==> config.mk <==
export PLATFORM = sky130hd
export DESIGN_NAME = tile_gpu
export DESIGN_NICKNAME = d
export VERILOG_FILES = /design/src/rtl/tile_gpu.sv
export SDC_FILE = /design/constraint.sdc
export NUM_CORES = 1
export LEC_CHECK = 0
export BUFFER_PORTS_ARGS = -buffer_cell sky130_fd_sc_hd__buf_2
export CORE_MARGIN = 1
export CORE_UTILIZATION = 51
export CTS_CLUSTER_DIAMETER = 200
export DETAILED_ROUTE_END_ITERATION = 8
export PLACE_DENSITY = 0.77
export SETUP_SLACK_MARGIN = 0.15
export SLEW_MARGIN = 20
export SYNTH_ARGS = -nofsm -noshare
export SYNTH_HDL_FRONTEND = slang
export SYNTH_SLANG_ARGS = --single-unit
==> constraint.sdc <==
create_clock -name sysclk -period 1.8 [get_ports sysclk]
set_input_delay 0 -clock sysclk [delete_from_list [all_inputs] [get_ports sysclk]]
set_output_delay 0 -clock sysclk [all_outputs]
set_load 0.005 [all_outputs]
==> src/rtl/tile_gpu.sv <==
// rtl/tile_gpu.sv - puzzle-board pixel colour, flashing cursor and move/scramble instruction decoder
module tile_gpu #(
   parameter int GRID_BITS  = 4,
   parameter int COLOR_W    = 3,
   parameter int COORD_W    = 11,
   parameter int ORIGIN_X   = 231,
   parameter int ORIGIN_Y   = 36,
   parameter int AREA       = 480,
   parameter int FLASH_BITS = 25,
   parameter int WRAP       = 1
) (
   input  logic                   sysclk,
   input  logic                   reset,
   input  logic [3:0]             instruction,
   input  logic                   scramble,
   input  logic [2*COORD_W-1:0]   display_addr,
   input  logic [GRID_BITS-1:0]   mapper_pixel_x,
   input  logic [GRID_BITS-1:0]   mapper_pixel_y,
   input  logic [GRID_BITS-1:0]   offset_x,
   input  logic [GRID_BITS-1:0]   offset_y,
   input  logic [COLOR_W-1:0]     pixel_data,
   output logic [2*COORD_W-1:0]   mapper_display_addr,
   output logic [GRID_BITS-1:0]   offset_pos_x,
   output logic [GRID_BITS-1:0]   offset_pos_y,
   output logic [2*GRID_BITS-1:0] pixel_addr,
   output logic [COLOR_W-1:0]     display_data,
   output logic                   ram_write,
   output logic [GRID_BITS-1:0]   ram_write_pos,
   output logic                   ram_write_horizontal,
   output logic                   ram_write_increase,
   output logic [GRID_BITS-1:0]   cursor_x,
   output logic [GRID_BITS-1:0]   cursor_y,
   output logic                   instr_done
);

   localparam logic [GRID_BITS-1:0] MAX_IDX = '1;
   localparam logic [COORD_W:0]     X_LO    = (COORD_W+1)'(ORIGIN_X);
   localparam logic [COORD_W:0]     X_HI    = (COORD_W+1)'(ORIGIN_X + AREA);
   localparam logic [COORD_W:0]     Y_LO    = (COORD_W+1)'(ORIGIN_Y);
   localparam logic [COORD_W:0]     Y_HI    = (COORD_W+1)'(ORIGIN_Y + AREA);

   typedef enum logic {S_IDLE, S_HOLD} state_t;

   state_t                 r_state;
   state_t                 w_next;
   logic                   w_accept;
   logic                   w_is_move;
   logic                   w_scr_move;
   logic [GRID_BITS-1:0]   r_cursor_x;
   logic [GRID_BITS-1:0]   r_cursor_y;
   logic                   r_cursor_en;
   logic [GRID_BITS-1:0]   w_x_inc;
   logic [GRID_BITS-1:0]   w_x_dec;
   logic [GRID_BITS-1:0]   w_y_inc;
   logic [GRID_BITS-1:0]   w_y_dec;
   logic                   r_ram_write;
   logic [GRID_BITS-1:0]   r_ram_write_pos;
   logic                   r_ram_write_horizontal;
   logic                   r_ram_write_increase;
   logic [FLASH_BITS-1:0]  r_flash_cnt;
   logic                   r_flash_phase;
   logic [COORD_W-1:0]     w_x;
   logic [COORD_W-1:0]     w_y;
   logic                   w_in_area;
   logic                   w_is_cursor;
   logic [GRID_BITS-1:0]   w_row;
   logic [GRID_BITS-1:0]   w_col;
   logic [COLOR_W-1:0]     r_display_data;

   // FSM state register: IDLE waits for an opcode, HOLD waits for its release
   always_ff @(posedge sysclk or posedge reset) begin
      if (reset) r_state <= S_IDLE;
      else       r_state <= w_next;
   end

   // Next-state logic; an opcode executes only once, on the IDLE->HOLD edge
   always_comb begin
      w_next   = r_state;
      w_accept = 1'b0;
      case (r_state)
         S_IDLE: begin
            if (instruction >= 4'd1 && instruction <= 4'd6) begin
               w_accept = 1'b1;
               w_next   = S_HOLD;
            end
         end
         S_HOLD: begin
            if (instruction == 4'd0) w_next = S_IDLE;
         end
         default: w_next = S_IDLE;
      endcase
   end

   assign w_is_move  = (instruction >= 4'd1) && (instruction <= 4'd4);
   assign w_scr_move = w_accept & scramble & w_is_move;

   // Edge behaviour of the cursor: wrap around or saturate at the board edge
   assign w_x_inc = (r_cursor_x == MAX_IDX) ? ((WRAP != 0) ? '0 : MAX_IDX) : r_cursor_x + GRID_BITS'(1);
   assign w_x_dec = (r_cursor_x == '0) ? ((WRAP != 0) ? MAX_IDX : '0) : r_cursor_x - GRID_BITS'(1);
   assign w_y_inc = (r_cursor_y == MAX_IDX) ? ((WRAP != 0) ? '0 : MAX_IDX) : r_cursor_y + GRID_BITS'(1);
   assign w_y_dec = (r_cursor_y == '0) ? ((WRAP != 0) ? MAX_IDX : '0) : r_cursor_y - GRID_BITS'(1);

   // Cursor position and enable; moves are ignored here while scrambling
   always_ff @(posedge sysclk or posedge reset) begin
      if (reset) begin
         r_cursor_x  <= '0;
         r_cursor_y  <= '0;
         r_cursor_en <= 1'b1;
      end else if (w_accept) begin
         case (instruction)
            4'd1: if (!scramble) r_cursor_y <= w_y_dec;
            4'd2: if (!scramble) r_cursor_x <= w_x_inc;
            4'd3: if (!scramble) r_cursor_x <= w_x_dec;
            4'd4: if (!scramble) r_cursor_y <= w_y_inc;
            4'd5: begin
               r_cursor_x <= '0;
               r_cursor_y <= '0;
            end
            4'd6: r_cursor_en <= ~r_cursor_en;
            default: ;
         endcase
      end
   end

   // Single-cycle tile RAM shift strobe; fields hold their last value between pulses
   always_ff @(posedge sysclk or posedge reset) begin
      if (reset) begin
         r_ram_write            <= 1'b0;
         r_ram_write_pos        <= '0;
         r_ram_write_horizontal <= 1'b0;
         r_ram_write_increase   <= 1'b0;
      end else begin
         r_ram_write <= w_scr_move;
         if (w_scr_move) begin
            r_ram_write_horizontal <= (instruction == 4'd2) || (instruction == 4'd3);
            r_ram_write_increase   <= (instruction == 4'd1) || (instruction == 4'd2);
            r_ram_write_pos        <= ((instruction == 4'd2) || (instruction == 4'd3)) ? r_cursor_y : r_cursor_x;
         end
      end
   end

   // Free-running flash counter; the phase flips each time the counter wraps
   always_ff @(posedge sysclk or posedge reset) begin
      if (reset) begin
         r_flash_cnt   <= '0;
         r_flash_phase <= 1'b0;
      end else begin
         r_flash_cnt <= r_flash_cnt + FLASH_BITS'(1);
         if (&r_flash_cnt) r_flash_phase <= ~r_flash_phase;
      end
   end

   assign w_x         = display_addr[2*COORD_W-1:COORD_W];
   assign w_y         = display_addr[COORD_W-1:0];
   assign w_in_area   = ({1'b0, w_x} >= X_LO) && ({1'b0, w_x} <= X_HI) &&
                        ({1'b0, w_y} >= Y_LO) && ({1'b0, w_y} <= Y_HI);
   assign w_is_cursor = r_cursor_en & r_flash_phase &
                        (mapper_pixel_x == r_cursor_x) & (mapper_pixel_y == r_cursor_y);
   assign w_row       = mapper_pixel_y + offset_x;
   assign w_col       = mapper_pixel_x + offset_y;

   // Registered pixel colour: black outside the window, inverted on the lit cursor
   always_ff @(posedge sysclk or posedge reset) begin
      if (reset)            r_display_data <= '0;
      else if (!w_in_area)  r_display_data <= '0;
      else if (w_is_cursor) r_display_data <= ~pixel_data;
      else                  r_display_data <= pixel_data;
   end

   assign mapper_display_addr  = display_addr;
   assign offset_pos_x         = mapper_pixel_x;
   assign offset_pos_y         = mapper_pixel_y;
   assign pixel_addr           = {w_row, w_col};
   assign display_data         = r_display_data;
   assign ram_write            = r_ram_write;
   assign ram_write_pos        = r_ram_write_pos;
   assign ram_write_horizontal = r_ram_write_horizontal;
   assign ram_write_increase   = r_ram_write_increase;
   assign cursor_x             = r_cursor_x;
   assign cursor_y             = r_cursor_y;
   assign instr_done           = (r_state == S_HOLD);

endmodule

==> run metrics, run 1 <==
status=completed; most common cell after layout, fill and taps aside=buf_2; Top FF cell, synth=dfrtp_1; Ys Warns=0; post-synthesis sequential area ratio=37.61%; crit path DAT=1.83 ns; syn avg cell area=9.516 µm²; Antenna Nets Post-Route=0; clk_lat worst skew=0.30 ns; WHS Path Cells=2; port bufs=104; CTS Sinks=46; Yosys reg bits=46; HP Start=instruction[3]; dpl hpwl=4819 µm; GPL Wtd Cong=0.7980; Initial Util=54.31%; Post-synth EDFFs=0; chip width=79.51 µm; reg2reg start=cursor_y[0]; IO Pins=105; post-route design area=0.003704 mm²; Residual DRC=0; largest net degree at the start of global routing=47; TritonCTS clock tree=yes; Fmax=624.4 MHz; routed vias/inst=5.271; Max transition margin=60.49%; CP Launch Type=register; Hold WC Path Type=input pin to register; Final min period=1.602 ns; global-route wire length before repair=10510 µm; grt total ovfl=0; DR iter-0 viols=124; Critical Path End Type=register; Final Hold Fails=0; final WL=6354 µm; diode count=0; setup violators final=0; maximum vdd drop=0.7122 mV; Post-synth ARST share=100.0%; Layout Nets=473; TritonCTS Buffers=5; Die H=79.51 µm; WS Path Type=register to register; reg2reg end=display_data[1]; synth unique cells=57; P per Cell Area=855.4 mW/mm²; layout cells sized above 1=36.65%; LEAKAGE=1.855 nW; final core occ=65.65%; Worst R2R Path Depth=5; MaxCap Viol Count=0; Worst Path Required=2.03 ns; initial antenna violation count=0; placed inst area=0.003436 mm²; FP Rows=27; DRT Pass-1 Iters=4; Layout area overhead=20.87%; reg2reg setup slack=0.20 ns; vias in the first global route=2413; Root Buffer=clkbuf_8; final hold slack=0.05206 ns; synthesized cell area=0.003064 mm²; Slew Limit Fails=0; post-synth net total=384; post-DR wirelength/cell=13.13 µm; TNS Setup=0 ns; Final period util=88.98%; routed vias=2551; Mapped Cells=322; Tightest Pin Transition=0.5913 ns; GRT Resource Usage Total=21.26%; Placeable Area=0.005642 mm²; worst clock skew=0.005893 ns; hold endpoint=ram_write_increase; H-tree depth=2; clock buffer depth=2; CP Max Fanout=6; die area=0.006322 mm²; Worst-path clk slew=0.08 ns; most frequent cells in the layout=buf_2 (104), dfrtp_1 (41), xnor2_1 (24); RSZ-0062 raised after global routing=false
## layer usage
metal	share of wire (%)	GRT usage (%)	routed length (µm)
met5	0	0	0
met4	1.8	9.818	112
met3	4.7	4.457	297
met2	48	34.44	3065
met1	45	27.07	2878
## critical path: stages, from the launching register on
cell and delay (ns):
dfrtp_2 0.47, xnor2_2 0.17, nand4_1 0.16, buf_4 0.18, or4_1 0.40, a21oi_1 0.15
## through the flow
step           instances  setup slack [ns]  power (mW)
3_3_place_gp         461            0.1996       2.350
6_report             484            0.1984       3.168
3_5_place_dp         461            0.1333       2.382
5_1_grt              484            0.1185       3.398
4_1_cts              473            0.1729       3.006
2_1_floorplan        322            0.1869       2.032
## sequential cells by signal, indices dropped and copies added, names as in the netlist, 3 cells and up
register / count
ram_write_pos: 4
r_flash_cnt: 25
cursor_y: 4
cursor_x: 4
display_data: 3
## report_power, final
group	leakage (nW)	switching (mW)	total, mW	internal (mW)
Sequential	0.601	0.135	1.29	1.16
Clock	0.0452	0.337	0.611	0.274
Combinational	1.21	0.608	1.27	0.658
## cell usage after synthesis (all sizes together), types with 6 or more instances
cell / instances / area [µm²]
inv: 23 / 86.33
buf: 38 / 269.0
xor2: 14 / 122.6
o31ai: 7 / 52.55
nand4: 10 / 92.59
nor2: 18 / 67.56
dfrtp: 45 / 1126
clkbuf: 6 / 22.52
a21oi: 14 / 70.07
ha: 12 / 150.1
nand3: 15 / 75.07
xnor2: 27 / 236.5
nor3: 9 / 45.04
nand2: 13 / 48.80
o21ai: 9 / 45.04
## how the worst max path moves through the flow
stage / start / end / slack (ns)
after floorplan: cursor_y[1] / cursor_y[3] / 0.19
after global placement: cursor_y[0] / cursor_y[3] / 0.20
after detailed placement: r_flash_cnt[2] / r_flash_cnt[23] / 0.13
after CTS: cursor_x[1] / display_data[0] / 0.17
after global routing: cursor_x[1] / display_data[0] / 0.12
final: cursor_y[0] / display_data[1] / 0.20
## cell families after synthesis
family | after synthesis | synth area share (%)
and+or+nand+nor | 95 | 18.21
xor gates and xnor gates | 41 | 11.72
adders and majority gates | 15 | 6.574
buffers and inverters | 67 | 12.33
AOI/OAI and AO/OA | 53 | 11.72
muxes | 5 | 1.837
DFF | 46 | 37.61
## layout make-up
| type | count | area (µm²) |
|---|---|---|
| fillers | 445 | 1938 |
| clock buffers | 6 | 72.57 |
| inverters | 23 | 86.33 |
| multi-input cells | 209 | 1588 |
| repair buffers | 126 | 695.7 |
| well taps | 72 | 90.09 |
| flip-flops and latches | 46 | 1157 |
| clock inverters | 2 | 13.76 |
## what timing repair did
| item | 4_1_cts | 5_1_grt |
|---|---|---|
| resized for setup | 2 | 12 |
| buffers inserted | 0 | 11 |
| pin swaps | 0 | 3 |
| hold endpoints to repair | 48 | 0 |
| hold buffers | 4 | 0 |
| endpoints found under the setup margin | 3 | 9 |
| gates cloned | 0 | 0 |
No activity file was read; power rests on OpenSTA's default activity.
==> run 2: changes to the inputs <==
==> constraint.sdc (replaced) <==
create_clock -name sysclk -period 1.8 [get_ports sysclk]
set_input_delay 0.27 -clock sysclk [delete_from_list [all_inputs] [get_ports sysclk]]
set_output_delay 0.27 -clock sysclk [all_outputs]
set_load 0.005 [all_outputs]
==> run 2 against run 1 <==
- sequential share of layout area is essentially flat
- critical path depth grew 2
- largest cell class unchanged
- combinational power about the same
==> run metrics, run 2 (synthesis gave the netlist of run 1 again) <==
most common cell after layout, fill and taps aside=buf_2; LEAKAGE=1.849 nW (-0.32%); grt total ovfl=0 (unchanged); clk_lat worst skew=0.30 ns (about the same); die area=0.006322 mm² (unchanged); most frequent cells in the layout=buf_2 (104), dfrtp_1 (41), xnor2_1 (26); diode count=0 (unchanged); Placeable Area=0.005642 mm² (unchanged); Initial Util=54.31% (unchanged); Hold WC Path Type=input pin to async pin; final WL=6532 µm (+2.8%); DP Cell Count=465 (+0.87%); largest register by flop count=r_flash_cnt; Final Non-Filler Cells=483 (-0.21%); Final Hold Fails=0 (unchanged); H-tree depth=2 (unchanged); CP Max Fanout=5 (-1); MaxCap Viol Count=0 (unchanged); max reg flops=25 (unchanged); Layout Nets=472 (-0.21%); Root Buffer=clkbuf_8; routed vias=2575 (+0.94%); DRT Pass-1 Iters=4 (unchanged); Worst Path Required=1.99 ns (-0.04 ns); crit path DAT=1.81 ns (-0.02 ns); Critical Path End Type=register; TritonCTS clock tree=yes; CP Launch Type=register; RSZ-0062 raised after global routing=true; worst clock skew=0.002514 ns (-0.003379 ns); layout cells sized above 1=38.93% (+2.3 points); post-DR wirelength/cell=13.52 µm (+3.0%); routed vias/inst=5.331 (+1.1%); GRT Resource Usage Total=21.47% (+0.20 points); TNS Setup=0 ns (unchanged); Slew Limit Fails=0 (unchanged); Antenna Nets Post-Route=0 (unchanged); FP Rows=27 (unchanged); GPL Wtd Cong=0.8719 (+9.3%); Max transition margin=62.09% (+1.6 points); WS Path Type=register to register; Layout area overhead=21.03%; Final min period=1.623 ns (+0.02150 ns); Fmax=616.1 MHz (-1.3%); Final period util=90.17% (+1.2 points); chip width=79.51 µm (unchanged); P per Cell Area=867.0 mW/mm² (+1.3%); vias in the first global route=2287 (-5.2%); global-route wire length before repair=10600 µm (+0.86%); TritonCTS Buffers=5 (unchanged); clock buffer depth=2 (unchanged); Tightest Pin Transition=0.5687 ns (-0.02263 ns); setup violators final=0 (unchanged); status=completed; DR iter-0 viols=108 (-13%); CTS Sinks=46 (unchanged); IO Pins=105 (unchanged); port bufs=104 (unchanged); dpl hpwl=4871 µm (+1.1%); maximum vdd drop=0.7908 mV (+11%); Residual DRC=0 (unchanged); Die H=79.51 µm (unchanged); initial antenna violation count=0 (unchanged); Worst-path clk slew=0.08 ns (about the same); largest net degree at the start of global routing=47 (unchanged)
run 2: area by class of cell:
cell class | instances | area, µm²
Fill cell | 465 | 1933
Multi-Input combinational cell | 209 | 1602
Sequential cell | 46 | 1157
Timing Repair Buffer | 125 | 681.9
Tap cell | 72 | 90.09
Clock buffer | 7 | 86.33
Inverter | 23 | 86.33
Clock inverter | 1 | 5.005
run 2: worst max-delay path, stage by stage, from the launching register on:
cell	delay (ns)
dfrtp_2	0.44
buf_6	0.14
buf_4	0.13
buf_4	0.13
and3_4	0.16
o221ai_2	0.16
o31ai_1	0.09
mux2_4	0.26
run 2: worst paths after layout:
kind                                start                 end  slack [ns]  depth (start not counted)
hold reg to reg            r_flash_cnt[0]      r_flash_cnt[0]        0.47                          1
hold / removal                      reset  ram_write_increase        0.09                          3
max in group asynchronous           reset         cursor_y[1]        1.28                          3
setup reg to reg              cursor_y[0]         cursor_y[3]        0.18                          7
min in group sysclk         pixel_data[1]     display_data[1]        0.24                          3
setup / recovery              cursor_y[0]         cursor_y[3]        0.18                          7
run 2: report_power, final:
part	internal [mW]	switching, mW
logic	0.644	0.644
clock network	0.310	0.333
registers	1.16	0.129
total	2.11	1.11
run 2: repair_timing:
action,CTS,global route
buffers inserted,0,10
resized for setup,0,20
endpoints found under the setup margin,0,13
hold buffers,0,0
run 2: metrics by stage:
step / setup WS, ns / hold slack, ns / power (mW) / utilization [%] / instance area [µm²]
6_report: 0.1769 / 0.08900 / 3.215 / 65.74 / 3709
5_1_grt: 0.06433 / 0.1346 / 3.432 / 65.74 / 3709
4_1_cts: 0.1610 / 0.1105 / 3.035 / 63.05 / 3557
3_5_place_dp: 0.1668 / 0.4438 / 2.392 / 61.43 / 3466
3_3_place_gp: 0.1690 / 0.4295 / 2.366 / 61.43 / 3466
2_1_floorplan: 0.1869 / 0.4116 / 2.032 / - / 3065
run 2: layer usage:
metal	vias up	global-route usage [%]	wire, µm
met2	67	34.27	3225
met1	1229	28.74	2936
met3	8	5.371	278
li1	1271	-	-
met4	0	6.182	91
met5	-	0	0
==> run 3: changes to the inputs <==
--- a/config.mk
+++ b/config.mk
@@ -5,12 +5,12 @@
 export SDC_FILE = /design/constraint.sdc
 export NUM_CORES = 1
 export LEC_CHECK = 0
-export BUFFER_PORTS_ARGS = -buffer_cell sky130_fd_sc_hd__buf_2
 export CORE_MARGIN = 1
-export CORE_UTILIZATION = 51
+export CORE_UTILIZATION = 55
 export CTS_CLUSTER_DIAMETER = 200
 export DETAILED_ROUTE_END_ITERATION = 8
-export PLACE_DENSITY = 0.77
+export DONT_BUFFER_PORTS = 1
+export PLACE_DENSITY = 0.66
 export SETUP_SLACK_MARGIN = 0.15
 export SLEW_MARGIN = 20
 export SYNTH_ARGS = -nofsm -noshare
==> run 3 against run 2 <==
- sequential cell count unchanged
- hold slack worse by 0.095 ns
- the flow now finishes with violations (negative hold slack)
- register-to-register slack better by 0.05 ns
==> run metrics, run 3 (synthesis gave the netlist of run 1 again) <==
Final Hold Fails=21 (+21); reg2reg end=r_flash_phase; metal2 WL=2788 µm (-14%); DRT Pass-1 Iters=4 (unchanged); clk_lat worst skew=0.30 ns (about the same); Worst R2R Path Depth=4 (-3); Tightest Pin Transition=0.5902 ns (+0.02153 ns); violated checks=negative hold slack; TritonCTS clock tree=yes; vias in the first global route=2081 (-9.0%); CTS Sinks=46 (unchanged); IO Pins=105 (unchanged); setup violators final=0 (unchanged); Root Buffer=clkbuf_8; routed vias=2136 (-17%); FP Rows=26 (-3.7%); final WL=5920 µm (-9.4%); Residual DRC=0 (unchanged); routed vias/inst=5.789 (+8.6%); layout cells sized above 1=12.04% (-27 points); crit path DAT=1.81 ns (about the same); global-route wire length before repair=10180 µm (-3.9%); slowest CP cell=dfrtp_1; RSZ-0062 raised after global routing=true; Die H=76.64 µm (-3.6%); Layout Nets=361 (-24%); largest net degree at the start of global routing=47 (unchanged); dpl hpwl=4460 µm (-8.4%); Placeable Area=0.005238 mm² (-7.2%); max reg flops=25 (unchanged); WS Path Type=register to register; final hold slack=-0.006461 ns (-0.09546 ns); worst clock skew=0.006211 ns (+0.003696 ns); crit path buf inv count=0 (-3); Worst-path clk slew=0.08 ns (about the same); Final period util=87.54% (-2.6 points); grt total ovfl=0 (unchanged); largest register by flop count=r_flash_cnt; clock buffer depth=2 (unchanged); reg2reg setup slack=0.22 ns (+0.05 ns); reg2reg start=r_flash_cnt[2]; maximum vdd drop=0.6900 mV (-13%); port bufs=0 (-100%); post-DR wirelength/cell=16.04 µm (+19%); most common cell after layout, fill and taps aside=dfrtp_1; Slew Limit Fails=0 (unchanged); TNS Setup=0 ns (unchanged); M1 wire length=2776 µm (-5.4%); crit-path cells=and4_1 > nand4_4 > nor4_1 > xor2_1; Initial Util=58.50% (+4.2 points); Fillers=452 (-2.8%); CP Max Fanout=8 (+3); GRT Resource Usage Total=21.98% (+0.51 points); P per Cell Area=967.6 mW/mm² (+12%); critical path's top delay family=simple AND/OR/NAND/NOR gates; Layout area overhead=1.552%; Worst Path Required=2.03 ns (+0.04 ns); LEAKAGE=1.406 nW (-24%); CP Launch Type=register; Antenna Nets Post-Route=0 (unchanged); routed wl met3=288 µm (+3.6%); CP max stage delay=0.42 ns (-0.02 ns); most frequent cells in the layout=dfrtp_1 (42), xnor2_1 (26), inv_1 (21); H-tree depth=2 (unchanged); die area=0.005874 mm² (-7.1%); diode count=0 (unchanged); GPL Wtd Cong=0.7683 (-12%); top routing layer used=met4; MaxCap Viol Count=0 (unchanged); TritonCTS Buffers=5 (unchanged); chip width=76.64 µm (-3.6%); DR iter-0 viols=117 (+8.3%); Hold WC Path Type=input pin to async pin; Critical Path End Type=register; Fmax=634.6 MHz (+3.0%); status=finished with violations; initial antenna violation count=0 (unchanged); CTS Hold Buffers Added=0 (unchanged); Max transition margin=60.57% (-1.5 points); final core occ=59.41% (-6.3 points); Final min period=1.576 ns (-0.04730 ns)
## run 3: cell count changes in the layout (fill, tap and decap cells not counted), moves of 4 or more
cell,before,now
buf_2,104,0
a21oi_2,4,0
buf_4,20,13
a21oi_1,10,14
## run 3: area by class of cell
cell class | count | area [µm²] | share of cell area (%)
Sequential cell | 46 | 1156 | 37.15
Tap cell | 70 | 87.58 | 2.815
Inverter | 23 | 86.33 | 2.774
Timing Repair Buffer | 14 | 110.1 | 3.538
Clock inverter | 1 | 30.03 | 0.9650
Clock buffer | 6 | 82.58 | 2.654
Multi-Input combinational cell | 209 | 1559 | 50.10
## run 3: routing by layer
layer | vias to the layer above | global-route usage [%]
met2 | 64 | 33.69
met4 | 0 | 6.154
met1 | 1021 | 30.03
met3 | 7 | 6.707
li1 | 1044 | -
met5 | - | 0
## run 3: power breakdown
| group | internal [mW] | switching (mW) |
|---|---|---|
| Clock | 0.444 | 0.345 |
| Sequential | 1.15 | 0.157 |
| Combinational | 0.434 | 0.477 |
## run 3: per-stage QoR
step           worst slack [ns]  hold WS (ns)  instance area (µm²)  power [mW]  std cells
2_1_floorplan            0.1869        0.4116                 3065       2.032        322
6_report                 0.2242     -0.006461                 3112       3.011        369
5_1_grt                  0.1176       0.02683                 3112       3.226        369
3_3_place_gp             0.1886        0.3368                 2950       2.186        360
3_5_place_dp             0.1582        0.3408                 2950       2.203        360
4_1_cts                  0.1699      0.008855                 3064       3.001        367
## run 3: worst max-delay path by stage
stage	from	end	cells past startpoint	slack [ns]
floorplan	cursor_y[1]	cursor_y[3]	7	0.19
CTS	cursor_x[1]	display_data[1]	4	0.17
global route	cursor_y[0]	display_data[1]	4	0.12
global placement	cursor_x[0]	display_data[1]	4	0.19
finish	r_flash_cnt[2]	r_flash_phase	4	0.22
detailed placement	cursor_x[0]	display_data[1]	4	0.16
## run 3: what timing repair did
action / 4_1_cts / 5_1_grt
buffers inserted: 0 / 2
gates resized for setup: 1 / 6
pin swaps: 0 / 2
endpoints found under the setup margin: 1 / 10
